--- config.mk ---
export PLATFORM = sky130hd
export DESIGN_NAME = encoder_block_3to8
export DESIGN_NICKNAME = d
export VERILOG_FILES = /design/src/rtl/encoder_block_3to8.sv
export SDC_FILE = /design/constraint.sdc
export NUM_CORES = 1
export LEC_CHECK = 0
export CAP_MARGIN = 10
export CORE_MARGIN = 8
export CORE_UTILIZATION = 43
export CTS_BUF_LIST = sky130_fd_sc_hd__clkbuf_8
export CTS_CLUSTER_SIZE = 12
export DETAILED_ROUTE_END_ITERATION = 16
export GPL_TIMING_DRIVEN = 0
export MAX_ROUTING_LAYER = met4
export PLACE_DENSITY_LB_ADDON = 0.25
export SYNTH_ARGS = -nofsm -noshare
export SYNTH_HDL_FRONTEND = slang
export SYNTH_SLANG_ARGS = --single-unit
--- constraint.sdc ---
create_clock -name pclk -period 1.23 [get_ports pclk]
set_input_delay 0.3075 -clock pclk [delete_from_list [all_inputs] [get_ports pclk]]
set_output_delay 0.3075 -clock pclk [all_outputs]
set_load 0.05 [all_outputs]
--- src/rtl/encoder_block_3to8.sv ---
// encoder_block_3to8: APB read-only slave returning a one-hot encoding of the transfer address
module encoder_block_3to8 (
    input  logic       pclk,
    input  logic       preset_n,
    input  logic       pwrite,
    input  logic       psel,
    input  logic       penable,
    input  logic [7:0] paddr,
    output logic [7:0] prdata,
    output logic       pready,
    output logic       pslverr
);
    typedef enum logic [1:0] {IDLE, SETUP, ACCESS} state_t;
    state_t     state;
    logic [7:0] addr;
    logic       wr;
    logic       err;
    // full 8-bit decode: anything above 7 is an error, never an alias
    assign err = wr || (addr[7:3] != 5'd0);
    always_ff @(posedge pclk or negedge preset_n) begin
        if (!preset_n) begin
            state   <= IDLE;
            addr    <= 8'h00;
            wr      <= 1'b0;
            prdata  <= 8'h00;
            pready  <= 1'b0;
            pslverr <= 1'b0;
        end else begin
            pready  <= 1'b0;
            pslverr <= 1'b0;
            case (state)
                IDLE: if (psel && !penable) begin
                    state <= SETUP;
                    addr  <= paddr;
                    wr    <= pwrite;
                end
                SETUP: if (!psel) begin
                    state <= IDLE;
                end else if (penable) begin
                    state   <= ACCESS;
                    pready  <= 1'b1;
                    pslverr <= err;
                    prdata  <= err ? 8'h00 : 8'h01 << addr[2:0];
                end else begin
                    addr <= paddr;
                    wr   <= pwrite;
                end
                ACCESS: if (psel && !penable) begin
                    state <= SETUP;
                    addr  <= paddr;
                    wr    <= pwrite;
                end else begin
                    state <= IDLE;
                end
                default: state <= IDLE;
            endcase
        end
    end
endmodule

## Word level (Yosys, flattened, before mapping)

Cells that the tools add are included.

| storage, ports and cells | value |
|---|---|
| bits in registers | 21 |
| bits of input ports | 13 |
| output and inout bits | 10 |
| word-level logic and storage cells | 44 |

| operators by class | value |
|---|---|
| equality and inequality tests | 7 |
| shift-type cells | 1 |
| multiplexer cells | 20 |
| reduce and logical (&&, ||, !) cells | 10 |

Operators with widths:

| operator | count |
|---|---|
| 8-bit two-way mux | 4 |
| 8-bit case mux with 2 select lines | 1 |
| 1-bit two-way mux | 10 |
| 1-bit by 3-bit left shift with 8-bit output (first input constant) | 1 |
| 2-bit two-way mux | 3 |
| 2-bit inequality test (second input constant) | 3 |
| 2-bit case mux with 3 select lines | 1 |
| 5-bit nonzero test | 1 |
| 4-bit AND reduction | 1 |
| 3-bit inequality test (second input constant) | 1 |
| 3-bit AND reduction | 1 |
| 2-bit by 1-bit equality test with 1-bit output (second input constant) | 1 |
| 2-bit equality test (second input constant) | 1 |
| 2-bit logical NOT | 1 |
| 2-bit by 1-bit inequality test with 1-bit output (second input constant) | 1 |
| 1-bit case mux with 2 select lines | 1 |
| 2-bit AND reduction | 1 |
| 2-bit nonzero test | 1 |
| 2-bit OR reduction | 1 |
| 1-bit logical AND | 1 |
| 1-bit logical NOT | 1 |
| 1-bit logical OR | 1 |

## Longest topological paths before layout

| depth | value |
|---|---|
| depth in word-level cells | 5 |
| gate-level depth with buffers | 4 |
| depth with buffers taken out | 4 |

## Worst setup path before layout

Ideal clock, no wire load.

| path | value |
|---|---|
| path type | reg-to-reg |
| start point | reg state[0] |
| end point | reg addr[0] |
| library setup time | 125 ps |
| data arrival time | 1189 ps |
| required time | 1105 ps |
| path slack | -84 ps |
| cell stages (with the launch flop) | 3 |
| path buffers | 0 |
| clock period less this slack | 1314 ps |
| cells stage by stage | dfrtp_1 > a211oi_4 > mux2_2 |

| on the way | value |
|---|---|
| longest elaborated chain between the ends | 4 |
| elaborated cells between the ends (all ways) | 10 |
| those cells by class | 5 x eq/ne; 1 x mux; 4 x reduce/logical |

Ends and longest elaborated chain:

| what | line | text |
|---|---|---|
| start, declared | 14 | `state_t state;` |
| start signal, assigned | 22 | `state <= IDLE;` |
| start signal, assigned | 33 | `state <= SETUP;` |
| start signal, assigned | 38 | `state <= IDLE;` |
| 2-bit equality test / 2-bit logical NOT (equally long branches) | 31 | `case (state)` |
| 2-bit OR reduction (no line) | - |  |
| 2-bit by 1-bit inequality test with 1-bit output (no line) / 2-bit nonzero test (equally long branches) | - |  |
| 4-bit AND reduction (no line) | - |  |
| end signal, assigned | 34 | `addr <= paddr;` |
| end signal, assigned | 45 | `addr <= paddr;` |
| end signal, assigned | 50 | `addr <= paddr;` |
| end, declared | 15 | `logic [7:0] addr;` |

Several ways; a longest one is shown, not always the timed one.
A chain may end at the register's enable or synchronous reset.

## Worst setup path in the final report

Ends and elaborated chain as after synthesis.

==> PnR_summary.wiki <==
{| class="wikitable"
! Metric !! Value
|-
| Mean cell area of the mapped netlist || 13.0 µm²
|-
| Mean routed wirelength per cell || 14.1 µm
|-
| Number of DRC violations after detailed-routing iteration 0 || 10
|-
| Ports placed on the boundary || 23
|-
| First-pass iteration count of the detailed router || 4
|-
| Post-detailed-route via-to-cell ratio || 4.86
|-
| Upper clock frequency limit || 778 MHz
|-
| Setup repair after global routing missed its margin || yes
|-
| DRC violation count after routing || 0
|-
| Starting density of the core || 46.0%
|-
| Placed cells || 108
|-
| Total area of multi-input combinational cells || 308 µm²
|-
| Number of distinct standard cells referenced by the synthesized netlist || 14
|-
| Overall Power || 1.42 mW
|-
| Number of H-tree levels || 1
|-
| Period utilisation layout || 104%
|-
| Setup slack at placement || -0.647 ns
|-
| Via count of the first global-routing pass || 610
|-
| CTS Buffer Depth || 2
|-
| Horizontal extent of the die || 59.0 µm
|-
| Wire length of the first global-routing pass || 2.62 mm
|-
| Synth Instances || 61
|-
| Peak supply drop || 0.000812 V
|-
| Largest net degree at the start of global routing || 22
|-
| Capturing element type of the critical path || flop
|-
| Max Fanout on Critical Path || 5
|-
| Outcome || finished, violations left
|-
| Clock tree skew after final layout || 0.00423 ns
|-
| Flop and latch count out of synthesis || 21
|-
| Count of pins over their slew limit || 0
|-
| Cell taking the most area after synthesis || sky130_fd_sc_hd__dfrtp_1
|-
| Path class of the lowest-slack min-delay path || input pin to async pin
|-
| Leftover overflow at the end of global routing || 0
|-
| Number of synthesis warnings || 0
|-
| Leading cell types by total area after synthesis || sky130_fd_sc_hd__dfrtp_1, sky130_fd_sc_hd__mux2_2, sky130_fd_sc_hd__o21ai_0
|-
| Slew headroom || 39.6%
|-
| Share of Yosys cell area claimed by the top area cell type || 66.1%
|-
| Setup ws final || -0.0552 ns
|-
| Number of buffers added to fix hold violations after cts || 0
|-
| Antenna violations before repair || 0
|-
| Most common cell after layout, fill and taps aside || sky130_fd_sc_hd__dfrtp_1
|-
| Startpoint Class || flop
|-
| Class of the most critical setup path || flop to flop
|-
| Total clock buffers created by CTS || 3
|-
| Diode insertion count for antenna repair || 0
|-
| Height of the die || 59.0 µm
|-
| Sum of net half-perimeters after detailed placement || 1.09 mm
|-
| Total GRT Usage || 10.3%
|-
| Clock root cell || sky130_fd_sc_hd__clkbuf_8
|-
| Filler cell count || 146
|-
| Share of final-layout standard cells stronger than drive strength 1 || 34.4%
|-
| Clock Sinks || 21
|-
| Failing checks || negative setup slack
|-
| Final GP Congestion || 0.743
|-
| Data required, critical path || 1.38 ns
|-
| Clock period minus final worst setup slack || 1.29 ns
|-
| Fraction of the yosys area taken by sequential cells || 66.1%
|-
| Leading cell types in the layout, fill and taps excluded || sky130_fd_sc_hd__dfrtp_1, sky130_fd_sc_hd__buf_2, sky130_fd_sc_hd__mux2_4, sky130_fd_sc_hd__clkdlybuf4s50_1, sky130_fd_sc_hd__nand2_1
|-
| Area of the core region || 1730 µm²
|-
| Netlist area before placement || 795 µm²
|-
| Floorplan row count || 15
|-
| Growth of design area from synthesis to finish || 41.9%
|-
| Layout Cells excl Fill || 115
|-
| Nets@finish || 104
|-
| Net count after synthesis || 74
|-
| Static leakage || 0.550 nW
|-
| Power density of the placed cells || 1260 nW/µm²
|-
| Number of routed nets with antenna violations || 0
|-
| Setup violations, final || 9
|-
| CP Data Arrival Time || 1.43 ns
|-
| Actual transition at the worst max-transition pin || 0.904 ns
|-
| Storage cell area || 526 µm²
|-
| Port Buf Inserts || 22
|-
| Clock insertion delay at the later pin of the skew report || 0.26 ns
|-
| Total wire length || 1.62 mm
|-
| Clock tree from TritonCTS || yes
|-
| Max cap viols || 0
|-
| Clock slew at the register clock pins of the worst setup and hold paths || 0.07 ns
|-
| Die Area || 3480 µm²
|-
| Via count of the routed design || 559
|-
| Final hold violation count || 0
|}
==> cells by family after synthesis <==
kind of cell	Yosys count	synth area share [%]
flops	21	66.1
simple gates	17	11.0
compound gates	10	8.19
mux	9	12.8
buf+inv	4	1.89
==> power by group <==
| group | leakage, nW | switching [mW] | total (mW) | internal [mW] |
|---|---|---|---|---|
| logic | 0.253 | 0.0767 | 0.198 | 0.121 |
| clock network | 0.0255 | 0.212 | 0.437 | 0.225 |
| registers | 0.271 | 0.0473 | 0.789 | 0.742 |
| total | 0.550 | 0.336 | 1.42 | 1.09 |
==> metal layers <==
layer | global-route usage [%] | wire length [µm] | share of wire [%]
met5 | - | 0 | 0
met4 | 5.12 | 24 | 1.5
met3 | 3.04 | 98 | 6.0
met2 | 16.8 | 794 | 49
met1 | 11.2 | 706 | 43
==> critical path, cell delays in order, from the launching register on <==
cell and delay [ns]:
sky130_fd_sc_hd__dfrtp_1 0.41, sky130_fd_sc_hd__a211oi_4 0.29, sky130_fd_sc_hd__buf_6 0.17, sky130_fd_sc_hd__mux2_4 0.30
==> final cells by class <==
| cell class | instances | area share, % |
|---|---|---|
| multi-input cells | 36 | 27.3 |
| well taps | 25 | 2.77 |
| plain buffers | 1 | 0.444 |
| inverters | 3 | 0.999 |
| repair buffers | 25 | 17.8 |
| clock buffers | 3 | 3.66 |
| clock inverters | 1 | 0.444 |
| flip-flops and latches | 21 | 46.6 |
==> timing repair <==
item | 4_1_cts | 5_1_grt
gates cloned | 1 | 0
resized for setup | 61 | 15
setup buffers | 4 | 0
pin swaps | 2 | 6
setup endpoints to repair | 30 | 39
hold endpoints to repair | 0 | 0
==> synthesized netlist by cell type <==
cell type                   n
sky130_fd_sc_hd__a211oi_4   1
sky130_fd_sc_hd__a21oi_1    1
sky130_fd_sc_hd__clkbuf_1   1
sky130_fd_sc_hd__dfrtp_1   21
sky130_fd_sc_hd__inv_1      3
sky130_fd_sc_hd__mux2_2     9
sky130_fd_sc_hd__nand2_1    8
sky130_fd_sc_hd__nand3_1    2
sky130_fd_sc_hd__nand3b_1   3
sky130_fd_sc_hd__nand4b_1   1
sky130_fd_sc_hd__nor2_1     1
sky130_fd_sc_hd__nor4_1     1
sky130_fd_sc_hd__o21ai_0    8
sky130_fd_sc_hd__or3_1      1
==> worst paths after layout <==
kind | startpoint | endpoint | slack [ns] | cells past startpoint
max | state[0] | addr[0] | -0.06 | 3
min | preset_n | prdata[5] | 0.17 | 1
max reg2reg | state[0] | addr[0] | -0.06 | 3
min reg2reg | prdata[3] | prdata[3] | 0.48 | 2
max in group asynchronous | preset_n | state[0] | 0.51 | 1
min in group pclk | prdata[3] | prdata[3] | 0.48 | 2
==> through the flow <==
stage | hold WS [ns] | TNS [ns] | util [%] | cell area, µm²
finish | 0.170 | -0.468 | 65.3 | 1130
global route | 0.251 | -1.22 | 65.3 | 1130
CTS | 0.482 | -1.02 | 67.0 | 1160
detailed placement | 0.470 | -15.86 | 60.6 | 1050
global placement | 0.461 | -15.45 | 60.6 | 1050
floorplan | 0.0119 | -0.709 | - | 795
==> sequential cells by signal, summed over array words and instances, names as in the netlist <==
| name | flops |
|---|---|
| addr | 8 |
| prdata | 8 |
| state | 2 |
| pready | 1 |
| pslverr | 1 |
| wr | 1 |
(Power assumes the default switching activity.)
